## src/rtl/cpu_mem_stage.sv

```systemverilog
`default_nettype none
// ============================================================================
//  Module   : cpu_mem_stage
//  Purpose  : Pipeline memory stage: ALU pass-through, or stalled data-bus
//             write/read sequencing with writeback and return-address branch.
//  Revision : 1.0 - initial release
// ============================================================================
module cpu_mem_stage #(
    parameter int ADDR_W = 32,
    parameter int PCB_W  = 5
) (
    input  logic              clk_i,
    input  logic              rst_i,
    input  logic [PCB_W-1:0]  pipeline_control_bits_i,
    input  logic [3:0]        register0_write_index_i,
    input  logic [3:0]        register1_write_index_i,
    input  logic [31:0]       reg0_result_i,
    input  logic [31:0]       reg1_result_i,
    input  logic [ADDR_W-1:0] memory_address_i,
    input  logic [31:0]       mem_result_i,
    output logic              stall_o,
    output logic              dmem_req_o,
    output logic              dmem_we_o,
    output logic [ADDR_W-1:0] dmem_addr_o,
    output logic [31:0]       dmem_wdata_o,
    input  logic              dmem_ack_i,
    input  logic [31:0]       dmem_rdata_i,
    output logic              register_wea_o,
    output logic              register_web_o,
    output logic [3:0]        register0_write_index_o,
    output logic [3:0]        register1_write_index_o,
    output logic [31:0]       reg0_result_o,
    output logic [31:0]       reg1_result_o,
    output logic              branch_flag_o,
    output logic [31:0]       branch_target_o
);

    localparam logic [1:0] c_IDLE  = 2'd0;
    localparam logic [1:0] c_WRITE = 2'd1;
    localparam logic [1:0] c_READ  = 2'd2;
    localparam logic [1:0] c_DONE  = 2'd3;

    logic [1:0]        r_state;
    logic [1:0]        w_next;
    logic              w_mem_op;
    logic              w_finish;
    logic              w_load_ret;

    logic              r_wa;
    logic              r_wb;
    logic              r_mr;
    logic              r_ret;
    logic [3:0]        r_idx0;
    logic [3:0]        r_idx1;
    logic [31:0]       r_reg0;
    logic [31:0]       r_reg1;
    logic [ADDR_W-1:0] r_addr;
    logic [31:0]       r_wdata;

    assign w_mem_op   = pipeline_control_bits_i[2] | pipeline_control_bits_i[3];
    // The last bus transaction of an op completes here; writeback is staged for DONE.
    assign w_finish   = dmem_ack_i & (((r_state == c_WRITE) & ~r_mr) | (r_state == c_READ));
    assign w_load_ret = (r_state == c_READ) & r_ret;

    always_ff @(posedge clk_i or posedge rst_i) begin
        if (rst_i) begin
            r_state <= c_IDLE;
        end else begin
            r_state <= w_next;
        end
    end

    always_comb begin
        w_next = r_state;
        case (r_state)
            c_IDLE: begin
                if (w_mem_op) begin
                    w_next = pipeline_control_bits_i[2] ? c_WRITE : c_READ;
                end
            end
            c_WRITE: begin
                if (dmem_ack_i) begin
                    w_next = r_mr ? c_READ : c_DONE;
                end
            end
            c_READ: begin
                if (dmem_ack_i) begin
                    w_next = c_DONE;
                end
            end
            c_DONE:  w_next = c_IDLE;
            default: w_next = c_IDLE;
        endcase
    end

    always_comb begin
        stall_o      = 1'b0;
        dmem_req_o   = 1'b0;
        dmem_we_o    = 1'b0;
        dmem_addr_o  = '0;
        dmem_wdata_o = '0;
        case (r_state)
            c_IDLE:  stall_o = w_mem_op;
            c_WRITE: begin
                stall_o      = 1'b1;
                dmem_req_o   = 1'b1;
                dmem_we_o    = 1'b1;
                dmem_addr_o  = r_addr;
                dmem_wdata_o = r_wdata;
            end
            c_READ: begin
                stall_o     = 1'b1;
                dmem_req_o  = 1'b1;
                dmem_addr_o = r_addr;
            end
            default: stall_o = 1'b0;
        endcase
    end

    // Operands are captured only when a memory op is accepted in IDLE.
    always_ff @(posedge clk_i or posedge rst_i) begin
        if (rst_i) begin
            r_wa    <= 1'b0;
            r_wb    <= 1'b0;
            r_mr    <= 1'b0;
            r_ret   <= 1'b0;
            r_idx0  <= '0;
            r_idx1  <= '0;
            r_reg0  <= '0;
            r_reg1  <= '0;
            r_addr  <= '0;
            r_wdata <= '0;
        end else if ((r_state == c_IDLE) && w_mem_op) begin
            r_wa    <= pipeline_control_bits_i[0];
            r_wb    <= pipeline_control_bits_i[1];
            r_mr    <= pipeline_control_bits_i[3];
            r_ret   <= pipeline_control_bits_i[4];
            r_idx0  <= register0_write_index_i;
            r_idx1  <= register1_write_index_i;
            r_reg0  <= reg0_result_i;
            r_reg1  <= reg1_result_i;
            r_addr  <= memory_address_i;
            r_wdata <= mem_result_i;
        end
    end

    always_ff @(posedge clk_i or posedge rst_i) begin
        if (rst_i) begin
            register_wea_o          <= 1'b0;
            register_web_o          <= 1'b0;
            register0_write_index_o <= '0;
            register1_write_index_o <= '0;
            reg0_result_o           <= '0;
            reg1_result_o           <= '0;
            branch_flag_o           <= 1'b0;
            branch_target_o         <= '0;
        end else begin
            // Enables and branch are one-cycle pulses unless reloaded below.
            register_wea_o  <= 1'b0;
            register_web_o  <= 1'b0;
            branch_flag_o   <= 1'b0;
            branch_target_o <= '0;
            if ((r_state == c_IDLE) && !w_mem_op) begin
                register_wea_o          <= pipeline_control_bits_i[0];
                register_web_o          <= pipeline_control_bits_i[1];
                register0_write_index_o <= register0_write_index_i;
                register1_write_index_o <= register1_write_index_i;
                reg0_result_o           <= reg0_result_i;
                reg1_result_o           <= reg1_result_i;
            end else if (w_finish) begin
                register_wea_o          <= r_wa;
                register_web_o          <= r_wb;
                register0_write_index_o <= r_idx0;
                register1_write_index_o <= r_idx1;
                reg1_result_o           <= r_reg1;
                if ((r_state == c_READ) && !r_ret) begin
                    reg0_result_o <= dmem_rdata_i;
                end else begin
                    reg0_result_o <= r_reg0;
                end
                branch_flag_o   <= w_load_ret;
                branch_target_o <= w_load_ret ? dmem_rdata_i : 32'h0;
            end
        end
    end

endmodule
`default_nettype wire

```

## config.mk

```make
export PLATFORM = sky130hd
export DESIGN_NAME = cpu_mem_stage
export DESIGN_NICKNAME = d
export VERILOG_FILES = /design/src/rtl/cpu_mem_stage.sv
export SDC_FILE = /design/constraint.sdc
export NUM_CORES = 1
export LEC_CHECK = 0
export ABC_CLOCK_PERIOD_IN_PS = 8600
export CAP_MARGIN = 20
export CORE_UTILIZATION = 42
export CTS_CLUSTER_DIAMETER = 40
export DETAILED_ROUTE_END_ITERATION = 8
export HOLD_SLACK_MARGIN = 0.02
export PLACE_DENSITY = 0.82
export SLEW_MARGIN = 15
export SYNTH_ARGS = -nofsm -noshare
export SYNTH_HDL_FRONTEND = slang
export SYNTH_SLANG_ARGS = --single-unit
```

## constraint.sdc

```tcl
create_clock -name clk_i -period 8.6 [get_ports clk_i]
set_input_delay 1.72 -clock clk_i [delete_from_list [all_inputs] [get_ports clk_i]]
set_output_delay 1.72 -clock clk_i [all_outputs]
set_load 0.01 [all_outputs]
```

==> impl_metrics.json, run 1 <==
{
  "fin_tns_setup_ps": 0,
  "hold_class": "reg -> reg",
  "fmax_mhz": 208.3,
  "dpl_cell_area_um2": 14320,
  "synth-xor-area-share_pct": 0,
  "viasPerCell": 4.897,
  "post-cts-setup-buffer-count": 0,
  "cp_cell_sequence": "clkdlybuf4s50_1, o21ai_4, a21oi_1, clkdlybuf4s50_1",
  "die_height_um": 161.5,
  "critPathCaptureType": "output port",
  "synth_ff_type": "dfrtp_1",
  "initial_core_util_pct": 42.67,
  "drv_cap": 0,
  "async_reset_ff_share_pct": 100.0,
  "hold_ws_ps": 481.2,
  "critPathKind": "in -> out",
  "vias": 7439,
  "crit_family": "buffers and inverters",
  "synth_edf_count": 0,
  "synth_nets": 1001,
  "power_mw": 5.969,
  "min_period_ps": 4800,
  "ir_drop_v": 0.0002886,
  "dp_hpwl_mm": 17.43,
  "cts_buffer_depth": 3,
  "synth_simple_gate_area_share_pct": 8.831,
  "postLayoutCellArea_um2": 15600,
  "antenna_cells": 0,
  "nets": 1342,
  "antenna_left": 0,
  "grt.total_usage_pct": 20.48,
  "ys_seq_elements": 249,
  "synthCells": 821,
  "cpMostUsedCell": "clkdlybuf4s50_1",
  "wire_per_inst_um": 17.41,
  "drt-pass1-iter-count": 4,
  "num_rows": 58,
  "path_buf_inv": 2,
  "fin_cells": 1519,
  "setup_viol": 0,
  "wl_mm": 26.45,
  "final_common_cell": "clkdlybuf4s50_1",
  "dr.first_iter.drc_count": 374,
  "ys_types": 25,
  "drv_slew": 0,
  "die_area_um2": 26080,
  "seq_area_frac_synth_pct": 58.33,
  "slowest_stage": "clkdlybuf4s50_1",
  "finalHoldViolations": 0,
  "final_cell_mix": "clkdlybuf4s50_1 (349), dfrtp_1 (249), mux2_2 (141)",
  "syn_area_per_cell_um2": 13.01,
  "core-area_um2": 25040,
  "synth_mux_area_share_pct": 24.77,
  "area_delta_synth_final_pct": 46.03,
  "htreeDepth": 2,
  "slowest_delay_ps": 580,
  "slew_headroom_pct": 24.08,
  "die_w_um": 161.5,
  "ctsHoldBuffers": 0,
  "post-route-period-util_pct": 55.82,
  "synth_warnings": 0,
  "io_buffer_count": 349,
  "critPathArrivalTime_ps": 3080,
  "antenna_found_initial": 0,
  "path_max_fanout": 4,
  "worst_slew_pin_slew_ps": 1139,
  "numCtsBuffers": 38,
  "grt_setup_unrepaired": "false",
  "cts_tree": "yes",
  "dp.cells": 1452,
  "grt_pass1_wl_mm": 42.10,
  "status": "completed",
  "power_density_nw_per_um2": 382.6,
  "synthesis.area_um2": 10680,
  "grt_overflow": 0,
  "critPathLaunchType": "primary input",
  "clk_pin_slew_ps": 40,
  "grt_pass1_vias": 7904,
  "ctsResizeCount": 0,
  "finClkSkew_ps": 34.64,
  "cts.sinks": 249,
  "drc": 0,
  "drive_gt1_share_pct": 18.08,
  "grt_max_degree": 130,
  "synth_top_family_by_area": "multiplexers",
  "floorplan.io_pins": 350,
  "crit_required_ps": 6880,
  "p_leak_nw": 6.841,
  "cts-root-buf": "clkbuf_16",
  "globalplace.congestion": 0.7838,
  "clock_latency_ps": 510,
  "synth_compound_gate_area_share_pct": 4.099,
  "synthAdderAreaFrac_pct": 0.4685
}
==> synth_stat cells, types with 3 or more instances <==
cell	instances	area (um2)
o21ai_0	12	60.06
a21oi_1	3	15.01
buf_8	4	60.06
buf_2	15	75.07
clkbuf_1	14	52.55
inv_1	5	18.77
mux2_2	141	1588
mux2i_1	72	720.7
buf_6	6	67.56
buf_4	12	90.09
o21ai_1	64	320.3
dfrtp_1	249	6231
and2_1	97	606.8
nand2_1	81	304.0
mux2_1	30	337.8
ha_1	4	50.05
==> per-stage QoR <==
step | utilization [%] | setup WS (ps)
finish | 62.31 | 3800
global route | 62.31 | 3745
CTS | 62.31 | 3799
detailed placement | 57.18 | 3813
global placement | 57.18 | 3813
floorplan | - | 36.72
==> tightest hold or removal path, delay by kind of cell, from the launching register on <==
kind | cells | cell delay, ps
flops | 1 | 340
compound gates | 1 | 60
simple gates | 1 | 50
==> cell families after synthesis <==
logic type	Yosys count
DFF	249
muxes	243
adders and majority gates	4
buffers and inverters	58
and+or+nand+nor	183
AOI/OAI and AO/OA	84
==> power breakdown <==
| part | total (mW) | switching, mW | internal, mW |
|---|---|---|---|
| clock | 1.54 | 0.566 | 0.973 |
| combinational | 2.45 | 1.04 | 1.41 |
| sequential | 1.98 | 0.260 | 1.72 |
==> routing by layer <==
layer	part of all wire (%)	vias up	GRT usage [%]
met5	0	-	0
met4	3.1	0	7.376
met3	9.1	58	6.882
met2	47	293	33.99
met1	40	3577	24.76
li1	-	3511	-
==> area by class of cell <==
cell class / count / area [um2]
sequential: 249 / 6231
timing repair buffer: 354 / 3543
fill: 1947 / 9437
multi-input combinational: 514 / 4103
clock inverter: 22 / 276.5
clock buffer: 45 / 1007
inverter: 5 / 26.28
tap: 330 / 412.9
==> final timing paths <==
path	start	to	slack, ps	depth (start not counted)
worst min-delay path	r_mr$_DFFE_PP0P_	r_mr$_DFFE_PP0P_	480	2
worst max-delay path	pipeline_control_bits_i[2]	stall_o	3800	4
max in group asynchronous	rst_i	reg0_result_o[7]$_DFFE_PP0P_	5570	3
min in group asynchronous	rst_i	r_addr[3]$_DFFE_PP0P_	1750	2
worst min register to register	r_mr$_DFFE_PP0P_	r_mr$_DFFE_PP0P_	480	2
worst max register to register	r_state[1]$_DFFE_PP0P_	reg0_result_o[11]$_DFFE_PP0P_	5110	7
==> registers in the layout, indices dropped and copies added, names as in the netlist <==
signal	count
r_reg1	32
r_addr	32
r_wa	1
branch_flag_o	1
register_web_o	1
r_idx1	4
register_wea_o	1
register0_write_index_o	4
register1_write_index_o	4
r_wdata	32
r_ret	1
r_idx0	4
r_state	2
reg0_result_o	32
reg1_result_o	32
r_wb	1
r_mr	1
r_reg0	32
branch_target_o	32
Note: power is estimated with default switching activity, not from simulation.
==> inputs of run 2 (changes only) <==
Settings changed: ABC_CLOCK_PERIOD_IN_PS 8600 to 4000.
Clock period 8.6 ns to 4 ns, I/O delays scaled along.
==> run 2 against run 1 <==
Register-to-register slack got worse by 3700 ps. Cell area decreased by 0.23%. Highest routed layer unchanged. Combinational power increased by 120%. Critical endpoint unchanged. Count of clock-buffer cells in the layout decreased by 4. Flip-flop and latch count unchanged. Die area unchanged. First-iteration DRC count increased by 28%.
==> impl_metrics.json, run 2 (synthesis results as in run 1) <==
{
  "grt_setup_unrepaired": "false",
  "fin_cells": 1520,
  "dp_hpwl_mm": 18.16,
  "critPathKind": "reg -> out",
  "crit_required_ps": 3200,
  "hold_class": "reg -> reg",
  "io_buffer_count": 349,
  "htreeDepth": 2,
  "ctsResizeCount": 0,
  "drive_gt1_share_pct": 18.24,
  "area_delta_synth_final_pct": 45.69,
  "die_w_um": 161.5,
  "wl_mm": 26.86,
  "pre_cts_slack_ps": 928.2,
  "drv_slew": 0,
  "post-route-period-util_pct": 87.21,
  "die_area_um2": 26080,
  "core-area_um2": 25040,
  "grt_overflow": 0,
  "viasPerCell": 4.978,
  "clock_latency_ps": 490,
  "nets": 1347,
  "min_period_ps": 3488,
  "floorplan.io_pins": 350,
  "path_max_fanout": 35,
  "drt-pass1-iter-count": 5,
  "fill_cells": 1942,
  "ctsHoldBuffers": 0,
  "wire_per_inst_um": 17.67,
  "grt_max_degree": 142,
  "dr.first_iter.drc_count": 477,
  "ir_drop_v": 0.0005752,
  "grt.total_usage_pct": 20.60,
  "drc": 0,
  "post-cts-setup-buffer-count": 0,
  "vias": 7567,
  "critPathArrivalTime_ps": 2690,
  "grt_pass1_vias": 8143,
  "p_leak_nw": 6.824,
  "clk_pin_slew_ps": 50,
  "cts_buffer_depth": 3,
  "hold_ws_ps": 475.6,
  "rr_worst_depth": 7,
  "hold_path_depth": 2,
  "antenna_cells": 0,
  "slew_headroom_pct": 31.19,
  "dp.cells": 1461,
  "initial_core_util_pct": 42.67,
  "finalHoldViolations": 0,
  "grt_pass1_wl_mm": 42.65,
  "antenna_found_initial": 0,
  "setup_viol": 0,
  "final_util_pct": 62.16,
  "critPathCaptureType": "output port",
  "fin_ws_ps": 511.6,
  "cts-root-buf": "clkbuf_16",
  "status": "completed",
  "final_common_cell": "clkdlybuf4s50_1",
  "cts_tree": "yes",
  "die_height_um": 161.5,
  "critPathLaunchType": "register",
  "finClkSkew_ps": 11.67,
  "antenna_left": 0,
  "fmax_mhz": 286.7,
  "drv_cap": 0,
  "num_rows": 58,
  "numCtsBuffers": 34,
  "globalplace.congestion": 0.7909,
  "power_density_nw_per_um2": 807.1,
  "cts.sinks": 249,
  "final_cell_mix": "clkdlybuf4s50_1 (349), dfrtp_1 (249), mux2_2 (141)",
  "worst_slew_pin_slew_ps": 1030
}
## run 2: worst paths after layout
kind	from	slack, ps	end
worst max-delay path	r_state[0]$_DFFE_PP0P_	510	stall_o
worst min-delay path	r_mr$_DFFE_PP0P_	480	r_mr$_DFFE_PP0P_
worst max register to register	r_state[1]$_DFFE_PP0P_	1430	reg1_result_o[24]$_DFFE_PP0P_
worst min register to register	r_mr$_DFFE_PP0P_	480	r_mr$_DFFE_PP0P_
max in group asynchronous	rst_i	2340	branch_target_o[15]$_DFF_PP0_
min in group asynchronous	rst_i	750	reg0_result_o[15]$_DFFE_PP0P_
## run 2: worst max-delay path: stages (launching register included)
cell	delay (ps)
dfrtp_1	400
inv_1	100
ha_1	890
inv_1	90
a21oi_1	150
clkdlybuf4s50_1	580
## run 2: cell type report
class	instances	area, um2	area share [%]
inverter	5	22.52	0.1447
multi-input combinational	514	4103	26.36
clock buffer	41	928.4	5.965
tap	330	412.9	2.653
timing repair buffer	363	3649	23.44
clock inverter	18	217.7	1.399
sequential	249	6231	40.04
## run 2: through the flow
stage / power (mW) / area, um2 / TNS, ps
after floorplan: 7.324 / 10690 / -18350
after global placement: 9.421 / 14420 / 0
after detailed placement: 9.613 / 14420 / 0
after CTS: 12.72 / 15560 / 0
after global routing: 13.31 / 15560 / 0
final: 12.56 / 15560 / 0
## run 2: metal layers
layer  vias up  routed length [um]  global-route usage, %  share of wire (%)
met3        71                2489                  7.191                9.3
met1      3696               10410                  24.21                 39
met5         -                   0                      0                  0
met4         0                 956                  8.276                3.6
li1       3491                   -                      -                  -
met2       309               13000                  34.40                 48
## run 2: power by group
part,internal [mW],switching (mW),leakage (nW)
registers,3.70,0.580,3.02
clock network,1.92,1.09,0.551
logic,3.05,2.23,3.25
